## src/rtl/alu_proc_pkg.sv

```systemverilog
// alu_proc_pkg: shared widths, op codes, instruction fields and FSM states for the 8-bit ALU processor
package alu_proc_pkg;
  localparam int NREGS = 4;
  localparam int DW = 8;
  localparam int AW = $clog2(NREGS);
  localparam logic [1:0] OP_AND = 2'd0;
  localparam logic [1:0] OP_OR = 2'd1;
  localparam logic [1:0] OP_XOR = 2'd2;
  localparam logic [1:0] OP_NOT = 2'd3;
  localparam int OP_MSB = 7;
  localparam int OP_LSB = 6;
  localparam int RD_MSB = 5;
  localparam int RD_LSB = 4;
  localparam int RS1_MSB = 3;
  localparam int RS1_LSB = 2;
  localparam int RS2_MSB = 1;
  localparam int RS2_LSB = 0;
  typedef enum logic [1:0] {IDLE = 2'd0, EXEC = 2'd1, WB = 2'd2} state_t;
endpackage

```

## src/rtl/alu_regfile_ctrl_if.sv

```systemverilog
// alu_regfile_ctrl_if: instruction, load, ALU and debug signals of the register-file front end
interface alu_regfile_ctrl_if;
  import alu_proc_pkg::*;
  logic instr_valid;
  logic [DW-1:0] instr;
  logic instr_ready;
  logic ld_en;
  logic [AW-1:0] ld_addr;
  logic [DW-1:0] ld_data;
  logic [1:0] alu_op;
  logic [DW-1:0] alu_in1;
  logic [DW-1:0] alu_in2;
  logic [DW-1:0] alu_out;
  logic alu_write_reg;
  logic done;
  logic busy;
  logic [AW-1:0] dbg_addr;
  logic [DW-1:0] dbg_data;
  modport master (
    output instr_valid, instr, ld_en, ld_addr, ld_data, alu_out, alu_write_reg, dbg_addr,
    input instr_ready, alu_op, alu_in1, alu_in2, done, busy, dbg_data
  );
  modport slave (
    input instr_valid, instr, ld_en, ld_addr, ld_data, alu_out, alu_write_reg, dbg_addr,
    output instr_ready, alu_op, alu_in1, alu_in2, done, busy, dbg_data
  );
endinterface

```

## src/rtl/reg_bank_4x8.sv

```systemverilog
// reg_bank_4x8: four 8-bit registers, one synchronous write port, three combinational read ports
module reg_bank_4x8 import alu_proc_pkg::*; (
  input  logic          clk,
  input  logic          rst_n,
  input  logic          we,
  input  logic [AW-1:0] waddr,
  input  logic [DW-1:0] wdata,
  input  logic [AW-1:0] ra1,
  input  logic [AW-1:0] ra2,
  input  logic [AW-1:0] ra3,
  output logic [DW-1:0] rd1,
  output logic [DW-1:0] rd2,
  output logic [DW-1:0] rd3
);
  logic [DW-1:0] regs [NREGS];
  always_ff @(posedge clk or negedge rst_n)
    if (!rst_n) regs <= '{default: '0};
    else if (we) regs[waddr] <= wdata;
  assign rd1 = regs[ra1];
  assign rd2 = regs[ra2];
  assign rd3 = regs[ra3];
endmodule

```

## src/rtl/alu_regfile_ctrl.sv

```systemverilog
// alu_regfile_ctrl: accepts packed instructions, feeds the ALU from the register file and writes results back
module alu_regfile_ctrl import alu_proc_pkg::*; (
  input logic clk,
  input logic rst_n,
  alu_regfile_ctrl_if.slave bus
);
  state_t state, state_n;
  logic accept, we, wen_q, done_q;
  logic [AW-1:0] rd_q, waddr;
  logic [DW-1:0] wdata, res_q, in1_q, in2_q, rs1_data, rs2_data;
  logic [1:0] op_q;
  assign bus.instr_ready = state == IDLE && !bus.ld_en;
  assign bus.busy = state != IDLE;
  assign bus.done = done_q;
  assign bus.alu_op = op_q;
  assign bus.alu_in1 = in1_q;
  assign bus.alu_in2 = in2_q;
  assign accept = bus.instr_valid && bus.instr_ready;
  // the single write port is shared: loads only in IDLE, writeback only in WB
  always_comb begin
    state_n = state == IDLE ? (accept ? EXEC : IDLE) : state == EXEC ? WB : IDLE;
    we = (state == IDLE && bus.ld_en) || (state == WB && wen_q);
    waddr = state == WB ? rd_q : bus.ld_addr;
    wdata = state == WB ? res_q : bus.ld_data;
  end
  reg_bank_4x8 u_bank (
    .clk   (clk),
    .rst_n (rst_n),
    .we    (we),
    .waddr (waddr),
    .wdata (wdata),
    .ra1   (bus.instr[RS1_MSB:RS1_LSB]),
    .ra2   (bus.instr[RS2_MSB:RS2_LSB]),
    .ra3   (bus.dbg_addr),
    .rd1   (rs1_data),
    .rd2   (rs2_data),
    .rd3   (bus.dbg_data)
  );
  always_ff @(posedge clk or negedge rst_n)
    if (!rst_n) state <= IDLE;
    else state <= state_n;
  always_ff @(posedge clk or negedge rst_n)
    if (!rst_n) begin
      op_q <= '0;
      in1_q <= '0;
      in2_q <= '0;
      rd_q <= '0;
      res_q <= '0;
      wen_q <= 1'b0;
      done_q <= 1'b0;
    end else begin
      done_q <= state == WB;
      if (accept) begin
        op_q <= bus.instr[OP_MSB:OP_LSB];
        in1_q <= rs1_data;
        in2_q <= rs2_data;
        rd_q <= bus.instr[RD_MSB:RD_LSB];
      end
      if (state == EXEC) begin
        res_q <= bus.alu_out;
        wen_q <= bus.alu_write_reg;
      end
    end
endmodule

```

## src/flat_wrapper.sv

```systemverilog
// flat-port wrapper written by rule: the top's interface ports become plain ports
module alu_regfile_ctrl_flat import alu_proc_pkg::*;
  (clk, rst_n, bus_instr_valid, bus_instr, bus_ld_en, bus_ld_addr, bus_ld_data, bus_alu_out, bus_alu_write_reg, bus_dbg_addr, bus_instr_ready, bus_alu_op, bus_alu_in1, bus_alu_in2, bus_done, bus_busy, bus_dbg_data);
  alu_regfile_ctrl_if bus_i ();
  input logic clk;
  input logic rst_n;
  input wire logic [$bits(bus_i.instr_valid)-1:0] bus_instr_valid;
  input wire logic [$bits(bus_i.instr)-1:0] bus_instr;
  input wire logic [$bits(bus_i.ld_en)-1:0] bus_ld_en;
  input wire logic [$bits(bus_i.ld_addr)-1:0] bus_ld_addr;
  input wire logic [$bits(bus_i.ld_data)-1:0] bus_ld_data;
  input wire logic [$bits(bus_i.alu_out)-1:0] bus_alu_out;
  input wire logic [$bits(bus_i.alu_write_reg)-1:0] bus_alu_write_reg;
  input wire logic [$bits(bus_i.dbg_addr)-1:0] bus_dbg_addr;
  output wire logic [$bits(bus_i.instr_ready)-1:0] bus_instr_ready;
  output wire logic [$bits(bus_i.alu_op)-1:0] bus_alu_op;
  output wire logic [$bits(bus_i.alu_in1)-1:0] bus_alu_in1;
  output wire logic [$bits(bus_i.alu_in2)-1:0] bus_alu_in2;
  output wire logic [$bits(bus_i.done)-1:0] bus_done;
  output wire logic [$bits(bus_i.busy)-1:0] bus_busy;
  output wire logic [$bits(bus_i.dbg_data)-1:0] bus_dbg_data;
  assign bus_i.instr_valid = bus_instr_valid;
  assign bus_i.instr = bus_instr;
  assign bus_i.ld_en = bus_ld_en;
  assign bus_i.ld_addr = bus_ld_addr;
  assign bus_i.ld_data = bus_ld_data;
  assign bus_i.alu_out = bus_alu_out;
  assign bus_i.alu_write_reg = bus_alu_write_reg;
  assign bus_i.dbg_addr = bus_dbg_addr;
  assign bus_instr_ready = bus_i.instr_ready;
  assign bus_alu_op = bus_i.alu_op;
  assign bus_alu_in1 = bus_i.alu_in1;
  assign bus_alu_in2 = bus_i.alu_in2;
  assign bus_done = bus_i.done;
  assign bus_busy = bus_i.busy;
  assign bus_dbg_data = bus_i.dbg_data;
  alu_regfile_ctrl u_core (.clk(clk), .rst_n(rst_n), .bus(bus_i));
endmodule
```

## config.mk

```make
export PLATFORM = sky130hd
export DESIGN_NAME = alu_regfile_ctrl_flat
export DESIGN_NICKNAME = d
export VERILOG_FILES = /design/src/rtl/alu_proc_pkg.sv /design/src/rtl/alu_regfile_ctrl_if.sv /design/src/rtl/reg_bank_4x8.sv /design/src/rtl/alu_regfile_ctrl.sv /design/src/flat_wrapper.sv
export SDC_FILE = /design/constraint.sdc
export NUM_CORES = 1
export LEC_CHECK = 0
export BUFFER_PORTS_ARGS = -buffer_cell sky130_fd_sc_hd__buf_2
export CORE_MARGIN = 1
export CORE_UTILIZATION = 37
export CTS_BUF_LIST = sky130_fd_sc_hd__clkbuf_8
export CTS_CLUSTER_DIAMETER = 80
export DETAILED_ROUTE_END_ITERATION = 16
export GPL_TIMING_DRIVEN = 0
export SETUP_SLACK_MARGIN = 0.15
export SLEW_MARGIN = 20
export SYNTH_ARGS = -nofsm -noshare
export SYNTH_HDL_FRONTEND = slang
export SYNTH_SLANG_ARGS = --single-unit
```

## constraint.sdc

```tcl
create_clock -name clk -period 2.3 [get_ports clk]
set_input_delay 0.115 -clock clk [delete_from_list [all_inputs] [get_ports clk]]
set_output_delay 0.115 -clock clk [all_outputs]
set_load 0.01 [all_outputs]
```

==> flow_summary_export.csv <==
group,metric,value,unit
logic_synthesis,synth.most_common_cell,"mux2_2",
clock_tree,cts_tree,"built",
placed_design,gp_congestion,0.7655,
power_and_ir_drop,p_leak,1.660,nW
logic_synthesis,synth_nets,217,
logic_synthesis,synth-compound-area-share,0.02318,
detailed_routing,ant_nets,0,
clock_tree,cts_root_buffer,"clkbuf_8",
global_routing,grt_pass1_wl,11.18,mm
timing,finalCriticalPeriod,2.094,ns
logic_synthesis,synth_top_family_by_area,"multiplexers",
setup_path,worstPathArrival,2.33,ns
logic_synthesis,yosysWarnings,0,
global_routing,grt_max_degree,45,
logic_synthesis,synth_area_leader_cell,"dfrtp_1",
min_path,hp-class,"input port to asynchronous set/reset pin",
detailed_routing,drtPass1Iterations,4,
logic_synthesis,synth-xor-area-share,0,
timing,rsz0062_at_grt,"false",
logic_synthesis,synth_area_leaders,"dfrtp_1 51%, mux2_2 25%, mux4_2 17%, a211oi_4 1.9%, buf_1 0.60%",
cells_and_area,layoutNonFillerInstCount,375,
global_routing,antenna_found_initial,0,
floorplan,ios,62,
detailed_routing,wl,6.993,mm
cells_and_area,diodes,0,
setup_path,cp_data_required_time,2.54,ns
logic_synthesis,synth_cell_types,17,
setup_path,crit_type,"flip-flop to flip-flop",
detailed_routing,vias,1945,
setup_path,crit_path_end_kind,"flip-flop",
floorplan,core,0.008217,mm2
cells_and_area,area_delta_synth_final,26.50,%
detailed_routing,routedWlPerCell,18.65,um
timing,worst_slack,0.2059,ns
logic_synthesis,yosys_register_bits,64,
cells_and_area,drive_gt1_frac,0.6556,
global_routing,overflow,0,
floorplan,die_w,93.98,um
setup_path,startpoint_type,"flip-flop",
placed_design,dp_cells,345,
placed_design,io_buffers,55,
clock_tree,clock_path_buffers,2,
logic_synthesis,synth.top_cell.area_share,0.5116,
clock_tree,clkLatencyLatePin,0.36,ns
setup_path,rr_worst_depth,4,
clock_tree,post_cts_buffers,0,
floorplan,num_rows,33,
logic_synthesis,avgSynthCellArea,17.01,um2
power_and_ir_drop,p_total,4.315,mW
timing,setup_viol,0,
clock_tree,cts.sinks,64,
power_and_ir_drop,clkPwrFrac,0.277,
logic_synthesis,synth-edff-count,0,
power_and_ir_drop,switching_share,0.2883,
cells_and_area,finish.instance_area,0.003960,mm2
timing,finClkSkew,0.009593,ns
floorplan,start_util,0.3810,
run_status,status,"finished, final reports clean",
timing,finalHoldViolCount,0,
logic_synthesis,syn-cell-area,0.003131,mm2
power_and_ir_drop,intPower,3.071,mW
placed_design,hpwl,4.517,mm
logic_synthesis,synthMuxAreaShare,0.4277,
floorplan,dieArea,0.008832,mm2
setup_path,critPathLaunch,"u_core.state[1]$_DFF_PN0_",
logic_synthesis,synthArstFlopShare,1.000,
setup_path,r2r_slack,0.21,ns
global_routing,track_usage,0.1813,
timing,worst_pin_slew,0.8118,ns
setup_path,cp_max_fo,10,
global_routing,first_global_vias,2033,
placed_design,place_area,0.003567,mm2
setup_path,r2r_start,"u_core.state[1]$_DFF_PN0_",
setup_path,rr_endpoint,"u_core.u_bank.regs[17]$_DFFE_PN0P_",
power_and_ir_drop,p_seq_frac,0.428,
timing,slew_violations,0,
logic_synthesis,yosys-top-cells-count,"70 x mux2_2, 64 x dfrtp_1, 24 x mux4_2",
cells_and_area,fin_util,0.4820,
timing,finalCritPeriodShare,0.9105,
logic_synthesis,synth_simple_gate_area_share,0.01958,
logic_synthesis,seq_area_frac_synth,0.5116,
clock_tree,clkSlewWorstSetupHoldPaths,0.08,ns
power_and_ir_drop,peakVddDrop,354.0,uV
power_and_ir_drop,comb_power_share,0.294,
floorplan,die_y,93.98,um
power_and_ir_drop,power_density,1090,mW/mm2
detailed_routing,drc,0,
detailed_routing,dr.first_iter.drc_count,81,
logic_synthesis,synth_fa_ha_area_frac,0,
cells_and_area,n_fill_cell,734,
logic_synthesis,synthCells,184,
timing,fmax,477.5,MHz
timing,slew_headroom,0.4588,
timing,tns,0,ns
run,drv_cap,0,
cells_and_area,fin_nets,298,
timing,fin_hold_ws,0.1761,ns
logic_synthesis,synth_top_flop_cell,"dfrtp_1",
power_and_ir_drop,switching_power,1.244,mW
detailed_routing,vias_per_cell,5.187,
clock_tree,h-tree-depth,3,
clock_tree,cts-buffers-inserted,9,
placed_design,post-place-ws,0.2013,ns
-- power groups by stage --
stage               combinational [mW]  clock [mW]  sequential, mW
global placement                  1.24           0            1.84
CTS                               1.29        1.22            1.85
detailed placement                1.26           0            1.87
finish                            1.27        1.20            1.85
global route                      1.38        1.27            1.92
floorplan                        0.819           0            1.86
-- timing repair --
| item | CTS | global route |
|---|---|---|
| gates resized for setup | 0 | 3 |
| endpoints found under the hold margin | 77 | 0 |
| hold buffers | 14 | 0 |
| setup endpoints to repair | 0 | 23 |
-- worst max-delay path by stage --
stage,to,cells after the start
2_1_floorplan,u_core.u_bank.regs[24]$_DFFE_PN0P_,4
3_3_place_gp,u_core.u_bank.regs[6]$_DFFE_PN0P_,4
3_5_place_dp,u_core.u_bank.regs[0]$_DFFE_PN0P_,4
4_1_cts,u_core.u_bank.regs[0]$_DFFE_PN0P_,4
5_1_grt,u_core.u_bank.regs[17]$_DFFE_PN0P_,4
6_report,u_core.u_bank.regs[17]$_DFFE_PN0P_,4
-- cell type report --
cell class                 count  area, um2  area share
buffer                        12      57.56     0.01453
clock buffer                   9      123.9     0.03128
clock inverter                 7      120.1     0.03033
multi-input combinational    108       1480      0.3738
sequential                    64       1602      0.4044
tap                          105      131.4     0.03318
timing repair buffer          70      445.4      0.1125
-- cells in the final DEF, fill, tap and decap left out --
| master | count |
|---|---|
| a211oi_4 | 4 |
| and2_1 | 1 |
| buf_1 | 5 |
| buf_16 | 1 |
| buf_2 | 57 |
| buf_4 | 1 |
| buf_6 | 1 |
| bufinv_16 | 3 |
| clkbuf_1 | 2 |
| clkbuf_2 | 1 |
| clkbuf_8 | 9 |
| clkinv_2 | 1 |
| clkinv_4 | 2 |
| clkinvlp_4 | 1 |
| dfrtp_1 | 64 |
| dlygate4sd3_1 | 14 |
| mux2_2 | 70 |
| mux2i_1 | 1 |
| mux4_2 | 24 |
| nand3_1 | 1 |
| nand3b_1 | 2 |
| nor2b_1 | 2 |
| nor3_1 | 1 |
| or2_2 | 1 |
| or3b_4 | 1 |
-- flip-flops by register name (all words and copies together) (netlist names) --
| signal | cells |
|---|---|
| u_core.bus.done | 1 |
| u_core.state | 2 |
| u_core.bus.alu_in2 | 8 |
| u_core.bus.alu_op | 2 |
| u_core.rd_q | 2 |
| u_core.u_bank.regs | 32 |
| u_core.bus.alu_in1 | 8 |
| u_core.res_q | 8 |
| u_core.wen_q | 1 |
-- layer usage --
layer,part of all wire,vias up,global-route usage
li1,-,864,-
met4,0.028,0,0.09744
met1,0.41,1008,0.2103
met2,0.52,54,0.3035
met3,0.042,19,0.05016
met5,0,-,0
-- kinds of logic (layout without fill, tap and decap cells) --
family	after synthesis	in the layout
muxes	95	95
buffers and inverters	12	98
AOI/OAI and AO/OA	4	4
DFF	64	64
and+or+nand+nor	9	9
-- critical path, cell delays in order (launching register included) --
cell and delay, ns:
dfrtp_1 0.37, buf_6 0.13, or3b_4 0.43, a211oi_4 0.63, mux2_2 0.41
(Power assumes the default switching activity.)
